`config.mk`:
```
export PLATFORM = sky130hd
export DESIGN_NAME = n64_pi_bus_master
export DESIGN_NICKNAME = d
export VERILOG_FILES = /design/src/rtl/n64_pi_bus_master.sv
export SDC_FILE = /design/constraint.sdc
export NUM_CORES = 1
export LEC_CHECK = 0
export BUFFER_PORTS_ARGS = -buffer_cell sky130_fd_sc_hd__buf_4
export CAP_MARGIN = 15
export CORE_MARGIN = 2
export CORE_UTILIZATION = 25
export CTS_BUF_LIST = sky130_fd_sc_hd__clkbuf_8
export CTS_CLUSTER_DIAMETER = 50
export DETAILED_ROUTE_END_ITERATION = 6
export PLACE_DENSITY = 0.5
export SLEW_MARGIN = 30
export SYNTH_ARGS = -nofsm -noshare
export SYNTH_HDL_FRONTEND = slang
export SYNTH_SLANG_ARGS = --single-unit
```
`constraint.sdc`:
```
create_clock -name clk -period 3.76 [get_ports clk]
set_input_delay 0.188 -clock clk [delete_from_list [all_inputs] [get_ports clk]]
set_output_delay 0.188 -clock clk [all_outputs]
set_load 0.05 [all_outputs]
```
`src/rtl/n64_pi_bus_master.sv`:
```
// rtl/n64_pi_bus_master.sv - N64 PI AD16 bus initiator: host command to ALE/strobe/AD sequence
// Every bus-facing output comes straight from a flop so the cart never sees combinational glitches.
module n64_pi_bus_master #(
  parameter int T_ALE  = 3,
  parameter int T_TURN = 2,
  parameter int T_LOW  = 4,
  parameter int T_HIGH = 2,
  parameter int T_END  = 3
) (
  input  logic        clk,
  input  logic        resetn,
  input  logic        cmd_valid,
  output logic        cmd_ready,
  input  logic        cmd_write,
  input  logic [31:0] cmd_addr,
  input  logic [8:0]  cmd_len,
  input  logic [15:0] wr_data,
  input  logic        wr_valid,
  output logic        wr_ready,
  output logic [15:0] rd_data,
  output logic        rd_valid,
  output logic        busy,
  output logic        done,
  output logic [15:0] AD_o,
  output logic        AD_oe,
  input  logic [15:0] AD_i,
  output logic        ALE_H,
  output logic        ALE_L,
  output logic        READ_N,
  output logic        WRITE_N
);

  localparam logic [7:0] ALE_M1  = 8'(T_ALE - 1);
  localparam logic [7:0] TURN_M1 = 8'(T_TURN - 1);
  localparam logic [7:0] LOW_M1  = 8'(T_LOW - 1);
  localparam logic [7:0] HIGH_M1 = 8'(T_HIGH - 1);
  localparam logic [7:0] END_M1  = 8'(T_END - 1);

  typedef enum logic [2:0] {
    S_IDLE, S_ADDR_H, S_ADDR_L, S_TURN, S_STB_LO, S_STB_HI, S_END
  } state_e;

  state_e      state_q;
  logic [7:0]  timer_q;
  logic [8:0]  count_q;
  logic        write_q;
  logic [15:0] addr_lo_q;
  logic        cmd_ready_q;
  logic        wr_ready_q;
  logic [15:0] rd_data_q;
  logic        rd_valid_q;
  logic        done_q;
  logic [15:0] ad_o_q;
  logic        ad_oe_q;
  logic        ale_h_q;
  logic        ale_l_q;
  logic        read_n_q;
  logic        write_n_q;
  logic        launch;

  // A write strobe may only start once a data word is on offer; reads never wait.
  assign launch = !write_q || wr_valid;

  always_ff @(posedge clk or negedge resetn) begin
    if (!resetn) begin
      state_q     <= S_IDLE;
      timer_q     <= 8'd0;
      count_q     <= 9'd0;
      write_q     <= 1'b0;
      addr_lo_q   <= 16'h0000;
      cmd_ready_q <= 1'b1;
      wr_ready_q  <= 1'b0;
      rd_data_q   <= 16'h0000;
      rd_valid_q  <= 1'b0;
      done_q      <= 1'b0;
      ad_o_q      <= 16'h0000;
      ad_oe_q     <= 1'b0;
      ale_h_q     <= 1'b1;
      ale_l_q     <= 1'b1;
      read_n_q    <= 1'b1;
      write_n_q   <= 1'b1;
    end else begin
      rd_valid_q <= 1'b0;
      wr_ready_q <= 1'b0;
      done_q     <= 1'b0;
      if (timer_q != 8'd0) timer_q <= timer_q - 8'd1;
      case (state_q)
        S_IDLE: begin
          if (cmd_valid) begin
            state_q     <= S_ADDR_H;
            timer_q     <= ALE_M1;
            count_q     <= (cmd_len == 9'd0) ? 9'd256 : cmd_len;
            write_q     <= cmd_write;
            addr_lo_q   <= cmd_addr[15:0];
            cmd_ready_q <= 1'b0;
            ad_o_q      <= cmd_addr[31:16];
            ad_oe_q     <= 1'b1;
            ale_h_q     <= 1'b0;
          end
        end
        S_ADDR_H: begin
          if (timer_q == 8'd0) begin
            state_q <= S_ADDR_L;
            timer_q <= ALE_M1;
            ad_o_q  <= addr_lo_q;
            ale_l_q <= 1'b0;
          end
        end
        S_ADDR_L: begin
          if (timer_q == 8'd0) begin
            state_q <= S_TURN;
            timer_q <= TURN_M1;
            ad_oe_q <= 1'b0;
          end
        end
        S_TURN, S_STB_HI: begin
          if (timer_q == 8'd0) begin
            if (state_q == S_STB_HI && count_q == 9'd1) begin
              state_q <= S_END;
              timer_q <= END_M1;
              count_q <= count_q - 9'd1;
              ale_h_q <= 1'b1;
              ale_l_q <= 1'b1;
              ad_oe_q <= 1'b0;
            end else if (launch) begin
              if (state_q == S_STB_HI) count_q <= count_q - 9'd1;
              state_q <= S_STB_LO;
              timer_q <= LOW_M1;
              if (write_q) begin
                write_n_q  <= 1'b0;
                wr_ready_q <= 1'b1;
                ad_o_q     <= wr_data;
                ad_oe_q    <= 1'b1;
              end else begin
                read_n_q <= 1'b0;
              end
            end
          end
        end
        S_STB_LO: begin
          if (timer_q == 8'd0) begin
            state_q <= S_STB_HI;
            timer_q <= HIGH_M1;
            if (write_q) begin
              write_n_q <= 1'b1;
            end else begin
              read_n_q   <= 1'b1;
              rd_data_q  <= AD_i;
              rd_valid_q <= 1'b1;
            end
          end
        end
        S_END: begin
          if (timer_q == 8'd0) begin
            state_q     <= S_IDLE;
            done_q      <= 1'b1;
            cmd_ready_q <= 1'b1;
          end
        end
        default: state_q <= S_IDLE;
      endcase
    end
  end

  assign cmd_ready = cmd_ready_q;
  assign busy      = ~cmd_ready_q;
  assign wr_ready  = wr_ready_q;
  assign rd_data   = rd_data_q;
  assign rd_valid  = rd_valid_q;
  assign done      = done_q;
  assign AD_o      = ad_o_q;
  assign AD_oe     = ad_oe_q;
  assign ALE_H     = ale_h_q;
  assign ALE_L     = ale_l_q;
  assign READ_N    = read_n_q;
  assign WRITE_N   = write_n_q;

endmodule

```
==> impl_metrics.json <==
{
  "slowest_stage": "or4_4",
  "synth_area_um2": 4270,
  "min_path_type": "input pin to flop",
  "worstMarginPinSlew_ps": 738,
  "post-route-drc-count": 0,
  "crit_type": "flop to flop",
  "fmax_mhz": 371,
  "synth_seq_cells": 78,
  "layout_setup_ws_ps": 1060,
  "grt_pass1_wl_um": 19200,
  "r2r_cells": 8,
  "power_uw": 1630,
  "drive_gt1_frac": 0.391,
  "leakage_uw": 0.00264,
  "first_iter_violations": 204,
  "core_um2": 16600,
  "synth_ff_type": "dfrtp_1",
  "synth_cell_type_count": 56,
  "rows": 47,
  "rsz0062_at_grt": "no",
  "viasPerCell": 4.85,
  "use_met1": 0.178,
  "ctsResizeCount": 0,
  "dieArea_um2": 18100,
  "placed_cells": 740,
  "slowest_delay_ps": 560,
  "crit_required_ps": 4040,
  "cts_buffers": 9,
  "post-route-min-period_ps": 2700,
  "powerDensity_nw_per_um2": 296,
  "num_vias": 3680,
  "finalHoldViolCount": 0,
  "cts.htree.levels": 3,
  "grtUsageMet2": 0.213,
  "fp.dieW_um": 135,
  "setup_violations": 0,
  "antenna_found_initial": 0,
  "dr.pass1.iters": 6,
  "clock-root-buffer": "clkbuf_8",
  "grt.busiest_layer": "met2",
  "slew_headroom": 0.508,
  "wl_per_cell_um": 15.6,
  "placed_cell_area_um2": 5270,
  "io_pins": 120,
  "drv_slew": 0,
  "cp_data_arrival_time_ps": 2980,
  "start_util": 0.256,
  "synthesis.instances": 421,
  "crit_path_cell_trace": "or4_4 > nor3_4 > inv_2 > ha_1 > or3_1 > o211ai_1 > a211oi_1 > a32oi_1",
  "start_kind": "flop",
  "area.growth.synth_to_final_pct": 28.5,
  "nets": 618,
  "grt_pass1_vias": 3760,
  "grt_usage": 0.133,
  "met3_usage": 0.0267,
  "synth-edff-count": 0,
  "worstSkewPairLatency_ps": 360,
  "drv_cap": 0,
  "clkTransAtPathRegs_ps": 90,
  "hold_depth": 3,
  "worst_ir_drop_vdd_mv": 0.136,
  "cts_tree": "done",
  "design_area_um2": 5490,
  "cts_num_sinks": 78,
  "hpwl_um": 8530,
  "nFillCells": 1726,
  "place_ws_ps": 1030,
  "insertedDiodeCount": 0,
  "outcome": "finished, final reports clean",
  "clock-skew-final_ps": 12.4,
  "grt_overflow": 0,
  "synth-warning-count": 0,
  "syn_nets": 505,
  "endpoint_kind": "flop",
  "yosysSeqAreaShare": 0.459,
  "finalWirelength_um": 11900,
  "place_congestion": 0.784,
  "die_h_um": 135,
  "cts_max_path_buffers": 2,
  "async_flop_share": 1.00,
  "portBuffers": 119,
  "tns_ps": 0,
  "antenna_left": 0,
  "path_max_fanout": 14,
  "timing.final.crit_share": 0.718,
  "avgSynthCellArea_um2": 10.1,
  "grt_start_max_net_pins": 79,
  "final_cells": 759
}
## what timing repair did
| action | 4_1_cts | 5_1_grt |
|---|---|---|
| endpoints found under the hold margin | 74 | 1 |
| buffers inserted | 0 | 0 |
| endpoints found under the setup margin | 0 | 0 |
| hold buffers | 2 | 1 |
## registers in the layout (all words and copies together) (netlist names), 3 cells and up
name,cells
AD_o,16
timer_q,8
addr_lo_q,16
count_q,9
rd_data,16
state_q,3
## layer usage
layer  wire length, um  vias to the layer above
met2              5760                      118
met3               580                        9
met4               139                        0
met5                 0                        -
li1                  -                     1762
met1              5390                     1791
## synth_stat cells (4+ instances only)
master	n	share of area
clkbuf_1	12	0.011
inv_1	13	0.011
mux2_2	48	0.13
nor3_1	7	0.0082
buf_6	6	0.016
dfrtp_1	73	0.43
a21oi_1	32	0.038
ha_1	6	0.018
dfstp_2	5	0.031
nand3_1	5	0.0059
clkbuf_8	8	0.026
nand2b_1	4	0.0059
o22ai_1	36	0.053
o21ai_0	19	0.022
nor4_1	7	0.010
nor2_1	15	0.013
nand2_1	69	0.061
## per-stage QoR
step           hold slack [ps]   util
2_1_floorplan             -108      -
3_3_place_gp               386  0.316
3_5_place_dp               291  0.317
4_1_cts                  0.621  0.329
5_1_grt                   7.04  0.330
6_report                  21.4  0.330
## cell families after synthesis
family | after synthesis | share of synthesized area
compound gates | 111 | 0.162
xor+xnor | 5 | 0.0103
fa+ha+maj | 7 | 0.0199
buf+inv | 41 | 0.0657
flops | 78 | 0.459
mux | 49 | 0.129
simple gates | 130 | 0.154
## critical path: cells and delay by family (launching register included)
kind | cells | cell delay, ps
DFF | 1 | 430
buffers and inverters | 1 | 220
adders and majority gates | 1 | 230
AOI/OAI and AO/OA | 3 | 340
and+or+nand+nor | 3 | 1410
## layout make-up
cell class	count	area, um2	share of cell area
multi-input combinational	302	2030	0.371
sequential	78	1960	0.357
timing repair buffer	129	980	0.179
tap	220	275	0.0502
clock buffer	9	124	0.0226
clock inverter	7	61.3	0.0112
inverter	14	52.6	0.00958
## layout by cell type (no fill, tap or decap), types with 3 or more instances in the layout
cell,instances
a211oi_1,3
nor4_1,7
or4_4,3
dlygate4sd3_1,3
nor3_1,6
ha_1,6
clkbuf_8,9
dfrtp_1,73
nand2_1,69
o211ai_1,3
o22ai_1,36
a21oi_1,32
xnor2_1,3
inv_6,5
mux2_2,48
nor2_1,15
o21ai_0,19
dfstp_2,5
buf_4,125
nand3_1,5
inv_1,13
nand2b_1,4
or4_1,3
## power by group
group          switching, uW  total [uW]  internal, uW
clock network            360         614           254
logic                   81.3         160          78.7
registers               4.81         852           847
## worst paths after layout
check	endpoint	slack, ps	start
hold / removal	addr_lo_q[6]	20	cmd_addr[6]
min in group asynchronous	rd_data[0]	420	resetn
setup / recovery	timer_q[0]	1060	timer_q[2]
max in group asynchronous	addr_lo_q[11]	2820	resetn
setup reg to reg	timer_q[0]	1060	timer_q[2]
hold reg to reg	ALE_H	460	ALE_H
No activity file was read; power rests on OpenSTA's default activity.
